`config.mk`:
```
export PLATFORM = sky130hd
export DESIGN_NAME = mlp_layer_ctrl_flat
export DESIGN_NICKNAME = d
export VERILOG_FILES = /design/src/rtl/mlp_pkg.sv /design/src/rtl/mlp_layer_ctrl_if.sv /design/src/rtl/mlp_layer_ctrl.sv /design/src/flat_wrapper.sv
export SDC_FILE = /design/constraint.sdc
export NUM_CORES = 1
export LEC_CHECK = 0
export BUFFER_PORTS_ARGS = -buffer_cell sky130_fd_sc_hd__buf_2
export CAP_MARGIN = 25
export CORE_AREA = 2 2 51 53
export DETAILED_ROUTE_END_ITERATION = 6
export DIE_AREA = 0 0 53 55
export PLACE_DENSITY = 0.81
export SLEW_MARGIN = 40
export SYNTH_ARGS = -nofsm -noshare
export SYNTH_HDL_FRONTEND = slang
export SYNTH_SLANG_ARGS = --single-unit
```
`constraint.sdc`:
```
create_clock -name clk -period 1.3 [get_ports clk]
set_input_delay 0.065 -clock clk [delete_from_list [all_inputs] [get_ports clk]]
set_output_delay 0.065 -clock clk [all_outputs]
set_load 0.02 [all_outputs]
```
`src/rtl/mlp_pkg.sv`:
```
// Shared types and sizing helpers for the MLP layer sequencer and its layer bus.
package mlp_pkg;

  typedef enum logic [2:0] {
    S_IDLE  = 3'd0,
    S_ISSUE = 3'd1,
    S_DRAIN = 3'd2,
    S_RELU  = 3'd3,
    S_DONE  = 3'd4
  } state_t;

  // Activation-to-MAC alignment delay; equals the weight-memory read latency.
  localparam int ISSUE_LAT = 1;

  function automatic int idx_w(input int n);
    return (n > 2) ? $clog2(n) : 1;
  endfunction

  function automatic int nr_w(input int n);
    return (n > 2) ? $clog2(n) : 1;
  endfunction

endpackage

```
`src/rtl/mlp_layer_ctrl_if.sv`:
```
// Control/data bus from the sequencer (master) to the MLP layer datapath (slave).
interface mlp_layer_ctrl_if #(
  parameter int IDX_W     = 2,
  parameter int NR_W      = 3,
  parameter int IN_WIDTH  = 16,
  parameter int WGT_WIDTH = 16
);
  // No back-pressure: layer_start/layer_valid each qualify layer_input_value for
  // exactly one cycle and the layer must consume it; layer_wr_en qualifies the
  // row/col/weight triple for the edge that ends that cycle.
  logic                        layer_wr_en;
  logic [NR_W-1:0]             layer_wr_row;
  logic [IDX_W-1:0]            layer_wr_col;
  logic [WGT_WIDTH-1:0]        layer_wr_weight;
  logic [IDX_W-1:0]            layer_input_index;
  logic signed [IN_WIDTH-1:0]  layer_input_value;
  logic                        layer_start;
  logic                        layer_valid;
  logic                        layer_relu_en;

  modport master (
    output layer_wr_en, layer_wr_row, layer_wr_col, layer_wr_weight,
    output layer_input_index, layer_input_value,
    output layer_start, layer_valid, layer_relu_en
  );

  modport slave (
    input layer_wr_en, layer_wr_row, layer_wr_col, layer_wr_weight,
    input layer_input_index, layer_input_value,
    input layer_start, layer_valid, layer_relu_en
  );
endinterface

```
`src/rtl/mlp_layer_ctrl.sv`:
```
// Sequencer for one fully-connected layer: streams activations, drives MAC
// strobes and the ReLU capture, and gates host weight writes while running.
module mlp_layer_ctrl
  import mlp_pkg::*;
#(
  parameter int N_INPUTS  = 4,
  parameter int N_NEURONS = 8,
  parameter int IN_WIDTH  = 16,
  parameter int WGT_WIDTH = 16,
  localparam int IDX_W    = idx_w(N_INPUTS),
  localparam int NR_W     = nr_w(N_NEURONS)
) (
  input  logic                 clk,
  input  logic                 rst_n,
  input  logic                 go,
  output logic                 busy,
  output logic                 done,
  output logic [IDX_W-1:0]     in_addr,
  input  logic [IN_WIDTH-1:0]  in_data,
  input  logic                 cfg_wr_en,
  input  logic [NR_W-1:0]      cfg_wr_row,
  input  logic [IDX_W-1:0]     cfg_wr_col,
  input  logic [WGT_WIDTH-1:0] cfg_wr_weight,
  output logic                 cfg_wr_rej,
  mlp_layer_ctrl_if.master     lyr,
  output state_t               dbg_state
);

  localparam logic [IDX_W-1:0] IDX_LAST = IDX_W'(N_INPUTS - 1);

  state_t           state, state_d;
  logic [IDX_W-1:0] idx, idx_d;
  logic             pv, pfirst;
  logic             issuing, idle;

  assign issuing = (state == S_ISSUE);
  assign idle    = (state == S_IDLE);

  always_ff @(posedge clk or negedge rst_n) begin
    if (!rst_n) begin
      state      <= S_IDLE;
      idx        <= '0;
      pv         <= 1'b0;
      pfirst     <= 1'b0;
      cfg_wr_rej <= 1'b0;
    end else begin
      state      <= state_d;
      idx        <= idx_d;
      // One-stage issue pipe lines the strobes up with the 1-cycle reads.
      pv         <= issuing;
      pfirst     <= issuing && (idx == '0);
      cfg_wr_rej <= cfg_wr_en && !idle;
    end
  end

  always_comb begin
    state_d = state;
    idx_d   = idx;
    case (state)
      S_IDLE: begin
        if (go) begin
          state_d = S_ISSUE;
          idx_d   = '0;
        end
      end
      S_ISSUE: begin
        if (idx == IDX_LAST) begin
          state_d = S_DRAIN;
          idx_d   = '0;
        end else begin
          idx_d = idx + 1'b1;
        end
      end
      S_DRAIN: state_d = S_RELU;
      S_RELU:  state_d = S_DONE;
      S_DONE:  state_d = S_IDLE;
      default: begin
        state_d = S_IDLE;
        idx_d   = '0;
      end
    endcase
  end

  assign busy      = !idle;
  assign done      = (state == S_DONE);
  assign dbg_state = state;
  assign in_addr   = issuing ? idx : '0;

  assign lyr.layer_input_index = issuing ? idx : '0;
  assign lyr.layer_input_value = in_data;
  assign lyr.layer_start       = pv & pfirst;
  assign lyr.layer_valid       = pv & ~pfirst;
  assign lyr.layer_relu_en     = (state == S_RELU);

  // Weight memories share their address port with the read path, so writes
  // are only allowed while no pass is running.
  assign lyr.layer_wr_en     = cfg_wr_en & idle;
  assign lyr.layer_wr_row    = cfg_wr_row;
  assign lyr.layer_wr_col    = cfg_wr_col;
  assign lyr.layer_wr_weight = cfg_wr_weight;

endmodule

```
`src/flat_wrapper.sv`:
```
// flat-port wrapper written by rule: the top's interface ports become plain ports
module mlp_layer_ctrl_flat import mlp_pkg::*;
#(
  parameter int N_INPUTS  = 4,
  parameter int N_NEURONS = 8,
  parameter int IN_WIDTH  = 16,
  parameter int WGT_WIDTH = 16,
  localparam int IDX_W    = idx_w(N_INPUTS),
  localparam int NR_W     = nr_w(N_NEURONS)
)
  (clk, rst_n, go, busy, done, in_addr, in_data, cfg_wr_en, cfg_wr_row, cfg_wr_col, cfg_wr_weight, cfg_wr_rej, dbg_state, lyr_layer_wr_en, lyr_layer_wr_row, lyr_layer_wr_col, lyr_layer_wr_weight, lyr_layer_input_index, lyr_layer_input_value, lyr_layer_start, lyr_layer_valid, lyr_layer_relu_en);
  mlp_layer_ctrl_if #(.IDX_W(2), .NR_W(3), .IN_WIDTH(IN_WIDTH), .WGT_WIDTH(WGT_WIDTH)) lyr_i ();
  input  logic clk;
  input  logic rst_n;
  input  logic go;
  output logic busy;
  output logic done;
  output logic [IDX_W-1:0] in_addr;
  input  logic [IN_WIDTH-1:0] in_data;
  input  logic cfg_wr_en;
  input  logic [NR_W-1:0] cfg_wr_row;
  input  logic [IDX_W-1:0] cfg_wr_col;
  input  logic [WGT_WIDTH-1:0] cfg_wr_weight;
  output logic cfg_wr_rej;
  output state_t dbg_state;
  output wire logic [$bits(lyr_i.layer_wr_en)-1:0] lyr_layer_wr_en;
  output wire logic [$bits(lyr_i.layer_wr_row)-1:0] lyr_layer_wr_row;
  output wire logic [$bits(lyr_i.layer_wr_col)-1:0] lyr_layer_wr_col;
  output wire logic [$bits(lyr_i.layer_wr_weight)-1:0] lyr_layer_wr_weight;
  output wire logic [$bits(lyr_i.layer_input_index)-1:0] lyr_layer_input_index;
  output wire logic [$bits(lyr_i.layer_input_value)-1:0] lyr_layer_input_value;
  output wire logic [$bits(lyr_i.layer_start)-1:0] lyr_layer_start;
  output wire logic [$bits(lyr_i.layer_valid)-1:0] lyr_layer_valid;
  output wire logic [$bits(lyr_i.layer_relu_en)-1:0] lyr_layer_relu_en;
  assign lyr_layer_wr_en = lyr_i.layer_wr_en;
  assign lyr_layer_wr_row = lyr_i.layer_wr_row;
  assign lyr_layer_wr_col = lyr_i.layer_wr_col;
  assign lyr_layer_wr_weight = lyr_i.layer_wr_weight;
  assign lyr_layer_input_index = lyr_i.layer_input_index;
  assign lyr_layer_input_value = lyr_i.layer_input_value;
  assign lyr_layer_start = lyr_i.layer_start;
  assign lyr_layer_valid = lyr_i.layer_valid;
  assign lyr_layer_relu_en = lyr_i.layer_relu_en;
  mlp_layer_ctrl #(.N_INPUTS(N_INPUTS), .N_NEURONS(N_NEURONS), .IN_WIDTH(IN_WIDTH), .WGT_WIDTH(WGT_WIDTH)) u_core (.clk(clk), .rst_n(rst_n), .go(go), .busy(busy), .done(done), .in_addr(in_addr), .in_data(in_data), .cfg_wr_en(cfg_wr_en), .cfg_wr_row(cfg_wr_row), .cfg_wr_col(cfg_wr_col), .cfg_wr_weight(cfg_wr_weight), .cfg_wr_rej(cfg_wr_rej), .lyr(lyr_i), .dbg_state(dbg_state));
endmodule
```
==> results of run 1 <==
[through the flow]
step                power (uW)  hold slack (ns)
floorplan                 1346          -0.2306
global placement          1368         -0.08731
detailed placement        1410         -0.08624
CTS                       1781          0.03884
global route              1973          0.03023
finish                    1831          0.04705
[worst register-to-register path, cell delays in order, from the launching register on]
cell and delay (ns):
dfrtp_2 0.42, buf_4 0.16, o31ai_1 0.38, a22o_1 0.20
[cell type report]
type / count / area (um^2)
Fill cell: 243 / 1704
Multi-Input combinational cell: 28 / 227.7
Sequential cell: 8 / 202.7
Timing Repair Buffer: 22 / 158.9
Tap cell: 30 / 37.54
Clock buffer: 3 / 22.52
Inverter: 3 / 11.26
[final timing paths]
kind,end,slack [ns],cells after the start
worst max register to register,u_core.idx[1],0.08,3
worst min register to register,u_core.idx[1],0.54,1
worst max-delay path,lyr_layer_wr_en,-0.04,3
min in group asynchronous,u_core.idx[0],0.18,2
worst min-delay path,u_core.cfg_wr_rej,0.05,2
max in group asynchronous,u_core.dbg_state[1],0.94,2
[per-layer routing]
metal | track usage (%) | vias to the layer above
met4 | 13.25 | 0
met2 | 15.21 | 33
met1 | 5.795 | 188
li1 | - | 179
met3 | 6.989 | 21
met5 | 0 | -
[layout by cell type, fill, tap and decap left out, types with 3 or more instances in the layout]
cell type,n
inv_1,3
clkbuf_4,3
buf_2,11
buf_6,5
dfrtp_1,6
nor2_1,6
buf_4,5
[cells by family after synthesis]
logic type | share of synthesized area [%]
buffers and inverters | 44.84
AND/OR/NAND/NOR | 16.73
flip-flops | 28.47
AO/OA/AOI/OAI | 4.805
adder cells (fa/ha/maj) | 3.558
multiplexers | 1.601
[report_power, final]
part	switching, uW	internal, uW
combinational	669	540
clock	78.0	105
sequential	73.2	366
total	820	1010
[registers in the layout, indices dropped and copies added (netlist names)]
| name | flops |
|---|---|
| u_core.pfirst | 1 |
| u_core.dbg_state | 3 |
| u_core.pv | 1 |
| u_core.idx | 2 |
| u_core.cfg_wr_rej | 1 |
[repair_timing]
item | 4_1_cts | 5_1_grt
hold buffers | 1 | 0
buffers inserted | 3 | 0
setup endpoints to repair | 6 | 7
hold endpoints to repair | 8 | 0
resized for setup | 11 | 7
pin swaps | 1 | 0
==> impl_metrics.env, run 1 <==
export IMPL_path_cells="or3_4 > nor2_4 > buf_6"
export IMPL_yosys_area_top_type="buf_4"
export IMPL_slowest_delay_ns=0.42
export IMPL_place_congestion=0.7147
export IMPL_cts_tree="done"
export IMPL_synthArstFlopShare_pct=100.0
export IMPL_fmax_mhz=744.2
export IMPL_synth_most_common_cell="buf_4"
export IMPL_grt_pass1_vias=409
export IMPL_via_per_inst=4.479
export IMPL_drtIter0Drc=2
export IMPL_placementRows=18
export IMPL_hp_start="cfg_wr_en"
export IMPL_critPathRequiredTime_ns=1.24
export IMPL_max_cap_viol_count=0
export IMPL_netlist_area_um2=703.2
export IMPL_setup_viol=2
export IMPL_dieArea_um2=2915
export IMPL_yosysWarnings=0
export IMPL_synth_top_cell_area_share_pct=41.64
export IMPL_hold_path_class="input port to flip-flop"
export IMPL_ys_flop_type="dfrtp_1"
export IMPL_cp_arrival_ns=1.28
export IMPL_first_pass_iters=4
export IMPL_cp_top_family="simple AND/OR/NAND/NOR gates"
export IMPL_total_leakage_power_uw=0.0003236
export IMPL_dr_wl_met3_um=178
export IMPL_ant_nets=0
export IMPL_p_per_area_nw_per_um2=2771
export IMPL_placed_area_um2=541.8
export IMPL_cts_buffers_inserted=3
export IMPL_wire_per_inst_um=13.17
export IMPL_final_hold_violation_count=0
export IMPL_startpoint="u_core.dbg_state[1]"
export IMPL_die_w_um=53
export IMPL_antenna_found_initial=0
export IMPL_drt_met1_wl_um=297
export IMPL_crit_buf_inv=1
export IMPL_relSlewSlack_pct=74.95
export IMPL_core_area_um2=2365
export IMPL_worst_path_max_fanout=4
export IMPL_dp_cells=87
export IMPL_fin_nets=109
export IMPL_grt_max_degree=9
export IMPL_worstMarginPinSlew_ns=0.3726
export IMPL_syn_nets=122
export IMPL_period_needed_ns=1.344
export IMPL_vias=421
export IMPL_cts_sink_count=8
export IMPL_cts_path_max_buffers=2
export IMPL_ys_top_cells_by_area="buf_4, dfrtp_1, nor2_1"
export IMPL_cts_root_buffer_cell="clkbuf_4"
export IMPL_wl_met2_um=648
export IMPL_synth_common_cells="buf_4, dfrtp_1, nor2_1"
export IMPL_drive_gt1_share_pct=54.69
export IMPL_final_area_um2=660.6
export IMPL_grt_remaining_overflow=0
export IMPL_io_buffer_count=17
export IMPL_final_util_pct=27.94
export IMPL_critical_path_class="flip-flop to output pin"
export IMPL_synthCells=79
export IMPL_setup_tns_ns=-0.04574
export IMPL_setup_worst_path_start_class="flip-flop"
export IMPL_routed_top_layer="met4"
export IMPL_slew_viol_final=0
export IMPL_ioPinCount=92
export IMPL_post_route_period_util_pct=103.4
export IMPL_final_setup_worst_slack_ns=-0.04371
export IMPL_status="finished with violations"
export IMPL_start_util_pct=29.74
export IMPL_clkLatencyLatePin_ns=0.25
export IMPL_ys_seq_elements=8
export IMPL_drc=0
export IMPL_area_growth_pct=-6.050
export IMPL_grt_pass1_wl_mm=1.787
export IMPL_htree_levels=1
export IMPL_rsz0062_at_grt="yes"
export IMPL_grt_usage_pct=9.494
export IMPL_synth_edff_count=0
export IMPL_synth_cell_types=20
export IMPL_fin_skew_ns=0.002715
export IMPL_crit_slowest_cell="dfrtp_2"
export IMPL_place_ws_ns=0.1161
export IMPL_peakVddDrop_mv=0.6410
export IMPL_syn_area_per_cell_um2=8.901
export IMPL_rr_startpoint="u_core.dbg_state[1]"
export IMPL_die_h_um=55
export IMPL_synth_seq_area_share_pct=28.47
export IMPL_antenna_cells=0
export IMPL_layoutNonFillerInstCount=94
export IMPL_wirelength_mm=1.238
export IMPL_violations="negative setup slack"
export IMPL_end_kind="output pin"
export IMPL_clk_pin_slew_ns=0.05
No activity file was read; power rests on OpenSTA's default activity.
==> inputs of run 2 (changes only) <==
--- a/config.mk
+++ b/config.mk
@@ -7,10 +7,10 @@
 export LEC_CHECK = 0
 export BUFFER_PORTS_ARGS = -buffer_cell sky130_fd_sc_hd__buf_2
 export CAP_MARGIN = 25
-export CORE_AREA = 2 2 51 53
+export CORE_AREA = 2 2 46 59
 export DETAILED_ROUTE_END_ITERATION = 6
-export DIE_AREA = 0 0 53 55
-export PLACE_DENSITY = 0.81
+export DIE_AREA = 0 0 48 61
+export PLACE_DENSITY = 0.8
 export SLEW_MARGIN = 40
 export SYNTH_ARGS = -nofsm -noshare
 export SYNTH_HDL_FRONTEND = slang
==> run 2 against run 1 <==
Net effect:
- the flow still finishes with violations (negative setup slack)
- global-route usage up 0.65 points
- non-clock buffer count increased by 1
- final cell count grew 4.3%
- fmax shrank 1.0%
- routed wire length grew 0.89%
- register-to-register slack got worse by 0.02 ns
- total power is 2.6% higher
- via count is 4.5% higher
- cell area increased by 1.7%
- first-iteration DRC count down 100%
- die area up 0.45%
- clock power rose by 11%
- highest routed layer unchanged
==> impl_metrics.env, run 2 (same netlist as run 1, synthesis figures left out) <==
export IMPL_status="finished with violations"
export IMPL_violations="negative setup slack"
export IMPL_cts_tree="done"
export IMPL_peakVddDrop_mv=0.7096
export IMPL_setup_worst_path_start_class="flip-flop"
export IMPL_cts_path_max_buffers=2
export IMPL_fin_skew_ns=0.003970
export IMPL_first_pass_iters=1
export IMPL_start_util_pct=29.58
export IMPL_end_kind="output pin"
export IMPL_cts_root_buffer_cell="clkbuf_4"
export IMPL_p_per_area_nw_per_um2=2796
export IMPL_grt_pass1_vias=430
export IMPL_die_w_um=48
export IMPL_fmax_mhz=736.5
export IMPL_final_common_cell="buf_2"
export IMPL_cts_buffers_inserted=3
export IMPL_vias=440
export IMPL_placementRows=20
export IMPL_dpl_hpwl_um=915
export IMPL_io_buffer_count=17
export IMPL_grt_max_degree=9
export IMPL_grt_remaining_overflow=0
export IMPL_drtIter0Drc=0
export IMPL_fill_cells=247
export IMPL_cp_arrival_ns=1.29
export IMPL_place_congestion=0.7853
export IMPL_hold_path_class="input port to flip-flop"
export IMPL_max_cap_viol_count=0
export IMPL_fin_nets=110
export IMPL_critPathRequiredTime_ns=1.24
export IMPL_slew_viol_final=0
export IMPL_final_hold_violation_count=0
export IMPL_worstMarginPinSlew_ns=0.3817
export IMPL_wirelength_mm=1.249
export IMPL_largest_reg_flops=3
export IMPL_post_route_period_util_pct=104.5
export IMPL_grt_usage_pct=10.14
export IMPL_via_per_inst=4.490
export IMPL_multi_input_area_um2=227.7
export IMPL_rr_startpoint="u_core.dbg_state[1]"
export IMPL_cts_sink_count=8
export IMPL_seqCellArea_um2=202.7
export IMPL_die_h_um=61
export IMPL_critPathCapture="lyr_layer_wr_en"
export IMPL_antenna_found_initial=0
export IMPL_ioPinCount=92
export IMPL_drive_gt1_share_pct=55.38
export IMPL_clkLatencyLatePin_ns=0.27
export IMPL_grt_pass1_wl_mm=1.842
export IMPL_worst_path_max_fanout=3
export IMPL_area_growth_pct=-4.448
export IMPL_setup_viol=2
export IMPL_final_area_um2=671.9
export IMPL_period_needed_ns=1.358
export IMPL_htree_levels=1
export IMPL_dieArea_um2=2928
export IMPL_placed_area_um2=553.0
export IMPL_drc=0
export IMPL_rr_worst_depth=3
export IMPL_layout_common_cells="buf_2, nor2_1, buf_4, dfrtp_1, buf_6"
export IMPL_core_area_um2=2377
export IMPL_ant_nets=0
export IMPL_relSlewSlack_pct=74.34
export IMPL_wire_per_inst_um=12.74
export IMPL_place_ws_ns=0.1139
export IMPL_critical_path_class="flip-flop to output pin"
export IMPL_final_setup_worst_slack_ns=-0.05785
export IMPL_total_leakage_power_uw=0.0003278
export IMPL_r2r_end="u_core.idx[0]"
export IMPL_antenna_cells=0
export IMPL_r2r_slack_ns=0.06
export IMPL_whs_ns=0.03652
export IMPL_rsz0062_at_grt="yes"
export IMPL_clk_pin_slew_ns=0.05
export IMPL_startpoint="u_core.dbg_state[2]"
==> run 2: cell count changes in the layout (fill, tap and decap cells not counted) <==
cell,previous run,this run
buf_4,5,6
==> run 2: area by class of cell <==
| cell class | count | share of cell area, % |
|---|---|---|
| Tap cell | 33 | 6.145 |
| Inverter | 3 | 1.676 |
| Sequential cell | 8 | 30.17 |
| Timing Repair Buffer | 23 | 24.77 |
| Multi-Input combinational cell | 28 | 33.89 |
| Clock buffer | 3 | 3.352 |
==> run 2: routing by layer <==
layer | global-route usage, % | up-vias | wire [um]
met5 | 0 | - | 0
met3 | 5.060 | 23 | 175
met2 | 15.43 | 27 | 589
met4 | 16.22 | 0 | 137
met1 | 6.295 | 207 | 347
li1 | - | 183 | -
==> run 2: worst min-delay path by stage <==
| stage | startpoint | to | slack [ns] | cells after the start |
|---|---|---|---|---|
| final | cfg_wr_en | u_core.cfg_wr_rej | 0.04 | 2 |
| after floorplan | rst_n | u_core.cfg_wr_rej | -0.23 | 0 |
| after global placement | rst_n | u_core.pfirst | -0.09 | 1 |
| after CTS | cfg_wr_en | u_core.cfg_wr_rej | 0.04 | 2 |
| after detailed placement | rst_n | u_core.idx[0] | -0.08 | 1 |
| after global routing | cfg_wr_en | u_core.cfg_wr_rej | 0.03 | 2 |
==> run 2: power by group <==
group	internal (uW)	switching, uW
logic	564	663
clock network	107	97.7
registers	365	82.6
==> run 2: critical path, stage by stage, from the launching register on <==
cell and delay [ns]:
dfrtp_2 0.41, or3_4 0.41, nor2_4 0.09, buf_6 0.11
==> run 2: stage by stage <==
| step | std cells | utilization [%] | setup TNS (ns) | power [uW] |
|---|---|---|---|---|
| final | 98 | 28.26 | -0.08371 | 1878 |
| after floorplan | 79 | - | -0.1559 | 1346 |
| after global placement | 91 | 23.26 | 0 | 1400 |
| after CTS | 98 | 26.74 | -0.08669 | 1795 |
| after global routing | 98 | 28.26 | -0.2968 | 2025 |
| after detailed placement | 91 | 23.26 | 0 | 1440 |
==> run 2: timing repair <==
action / 4_1_cts / 5_1_grt
setup endpoints to repair: 6 / 7
pin swaps: 1 / 0
gates cloned: 0 / 0
endpoints found under the hold margin: 8 / 0
gates resized for setup: 8 / 10
hold buffers: 1 / 0
setup buffers: 3 / 0
==> inputs of run 3 (changes only) <==
--- a/config.mk
+++ b/config.mk
@@ -7,10 +7,10 @@
 export LEC_CHECK = 0
 export BUFFER_PORTS_ARGS = -buffer_cell sky130_fd_sc_hd__buf_2
 export CAP_MARGIN = 25
-export CORE_AREA = 2 2 46 59
+export CORE_AREA = 3 3 49 55
 export DETAILED_ROUTE_END_ITERATION = 6
-export DIE_AREA = 0 0 48 61
-export PLACE_DENSITY = 0.8
+export DIE_AREA = 0 0 52 58
+export PLACE_DENSITY = 0.84
 export SLEW_MARGIN = 40
 export SYNTH_ARGS = -nofsm -noshare
 export SYNTH_HDL_FRONTEND = slang
==> constraint.sdc (replaced) <==
create_clock -name clk -period 1.75 [get_ports clk]
set_input_delay 0.0875 -clock clk [delete_from_list [all_inputs] [get_ports clk]]
set_output_delay 0.0875 -clock clk [all_outputs]
set_load 0.02 [all_outputs]
==> run 3 against run 2 <==
Net effect:
- the flow now finishes without violations
- critical path depth did not move
- die area up 3.0%
- sequential share of layout area grew 5.9 points
- clock skew fell by 0.0023 ns
- global-route usage shrank 2.1 points
- routed wire length decreased by 5.3%
- clock-buffer cell count unchanged
- combinational power is 48% lower
==> impl_metrics.env, run 3 (same netlist as run 1, synthesis figures left out) <==
export IMPL_status="complete, no violations"
export IMPL_place_congestion=0.7055
export IMPL_die_h_um=58
export IMPL_p_int_uw=612.2
export IMPL_swShare_pct=46.46
export IMPL_worstMarginPinSlew_ns=0.3227
export IMPL_grt_remaining_overflow=0
export IMPL_largest_reg_flops=3
export IMPL_worst_path_max_fanout=9
export IMPL_grt_pass1_vias=407
export IMPL_cp_arrival_ns=1.39
export IMPL_critPathRequiredTime_ns=1.66
export IMPL_period_needed_ns=1.480
export IMPL_layoutNonFillerInstCount=90
export IMPL_ioPinCount=92
export IMPL_p_per_area_nw_per_um2=2063
export IMPL_area_growth_pct=-21.17
export IMPL_p_switching_uw=531.2
export IMPL_fin_skew_ns=0.001692
export IMPL_ant_nets=0
export IMPL_core_area_um2=2230
export IMPL_slew_viol_final=0
export IMPL_wire_per_inst_um=13.14
export IMPL_placed_area_um2=521.8
export IMPL_cts_path_max_buffers=2
export IMPL_final_common_cell="buf_2"
export IMPL_grt_pass1_wl_mm=1.787
export IMPL_antenna_found_initial=0
export IMPL_clkLatencyLatePin_ns=0.25
export IMPL_wirelength_mm=1.183
export IMPL_total_power_uw=1143
export IMPL_cts_root_buffer_cell="clkbuf_4"
export IMPL_drtIter0Drc=4
export IMPL_pwr_share_comb_pct=55.8
export IMPL_io_buffer_count=17
export IMPL_first_pass_iters=4
export IMPL_cts_tree="done"
export IMPL_dp_cells=86
export IMPL_peakVddDrop_mv=0.7504
export IMPL_clk_pin_slew_ns=0.05
export IMPL_htree_levels=1
export IMPL_relSlewSlack_pct=78.49
export IMPL_hold_path_class="input port to flip-flop"
export IMPL_antenna_cells=0
export IMPL_final_area_um2=554.3
export IMPL_grt_usage_pct=8.021
export IMPL_critical_path_class="flip-flop to output pin"
export IMPL_rsz0062_at_grt="no"
export IMPL_drc=0
export IMPL_via_per_inst=4.211
export IMPL_grt_max_degree=13
export IMPL_total_leakage_power_uw=0.0002932
export IMPL_dieArea_um2=3016
export IMPL_dpl_hpwl_um=959.5
export IMPL_power_share_clock_pct=12.2
export IMPL_drive_gt1_share_pct=41.67
export IMPL_placementRows=18
export IMPL_ctsResizeCount=0
export IMPL_layout_common_cells="buf_2, dfrtp_1, nor2_1"
export IMPL_die_w_um=52
export IMPL_setup_tns_ns=0
export IMPL_start_util_pct=31.54
export IMPL_post_route_period_util_pct=84.57
export IMPL_fmax_mhz=675.7
export IMPL_final_hold_violation_count=0
export IMPL_setup_viol=0
export IMPL_cts_sink_count=8
export IMPL_setup_worst_path_start_class="flip-flop"
export IMPL_fin_nets=105
export IMPL_seqPwrFrac_pct=32.1
export IMPL_end_kind="output pin"
export IMPL_vias=379
export IMPL_max_cap_viol_count=0
export IMPL_cts_buffers_inserted=3
## run 3: changes by cell type in the layout (fill, tap and decap cells not counted), moves of 2 or more
| cell | previous run | this run |
|---|---|---|
| buf_2 | 11 | 17 |
| buf_4 | 6 | 0 |
| buf_6 | 5 | 0 |
| dfrtp_1 | 6 | 8 |
| dfrtp_2 | 2 | 0 |
| nor3_1 | 0 | 2 |
| nor3_4 | 2 | 0 |
## run 3: worst paths after layout
check                               startpoint  cells past startpoint  slack, ns           endpoint
setup / recovery           u_core.dbg_state[0]                      3       0.27    lyr_layer_wr_en
hold / removal                       cfg_wr_en                      2       0.07  u_core.cfg_wr_rej
setup reg to reg           u_core.dbg_state[0]                      2       0.59  u_core.cfg_wr_rej
hold reg to reg                  u_core.idx[1]                      1       0.54      u_core.idx[1]
max in group asynchronous                rst_n                      2       1.38      u_core.idx[1]
min in group asynchronous                rst_n                      2       0.20      u_core.idx[0]
## run 3: per-layer routing
metal	vias to the layer above	track usage, %	routed length, um
li1	170	-	-
met1	175	6.529	334
met2	26	13.82	596
met3	8	6.427	213
met4	0	3.371	38
met5	-	0	0
## run 3: timing repair
item | CTS | global route
buffers inserted | 0 | 0
hold buffers | 1 | 0
endpoints found under the hold margin | 8 | 0
## run 3: worst max-delay path, stage by stage (launching register included)
cell     delay (ns)
dfrtp_1        0.48
or3_4          0.41
nor2_1         0.08
buf_2          0.16
## run 3: layout make-up
cell class	instances	area, um^2
clock buffers	3	22.52
multi-input cells	28	187.7
repair buffers	18	95.09
flip-flops and latches	8	200.2
inverters	3	11.26
well taps	30	37.54
fillers	259	1675
## run 3: through the flow
step           hold slack [ns]  setup WS (ns)  util, %
2_1_floorplan          -0.2081         0.1254        -
3_3_place_gp          -0.06763         0.5480    23.40
3_5_place_dp          -0.05405         0.5372    23.40
4_1_cts                0.07133         0.2594    24.86
5_1_grt                0.06828         0.1606    24.86
6_report               0.07231         0.2700    24.86
## run 3: power by group through the flow
stage	clock network (uW)	logic, uW	registers [uW]
finish	139	638	367
global route	160	705	379
CTS	147	652	368
detailed placement	0	651	369
global placement	0	632	358
floorplan	0	593	385
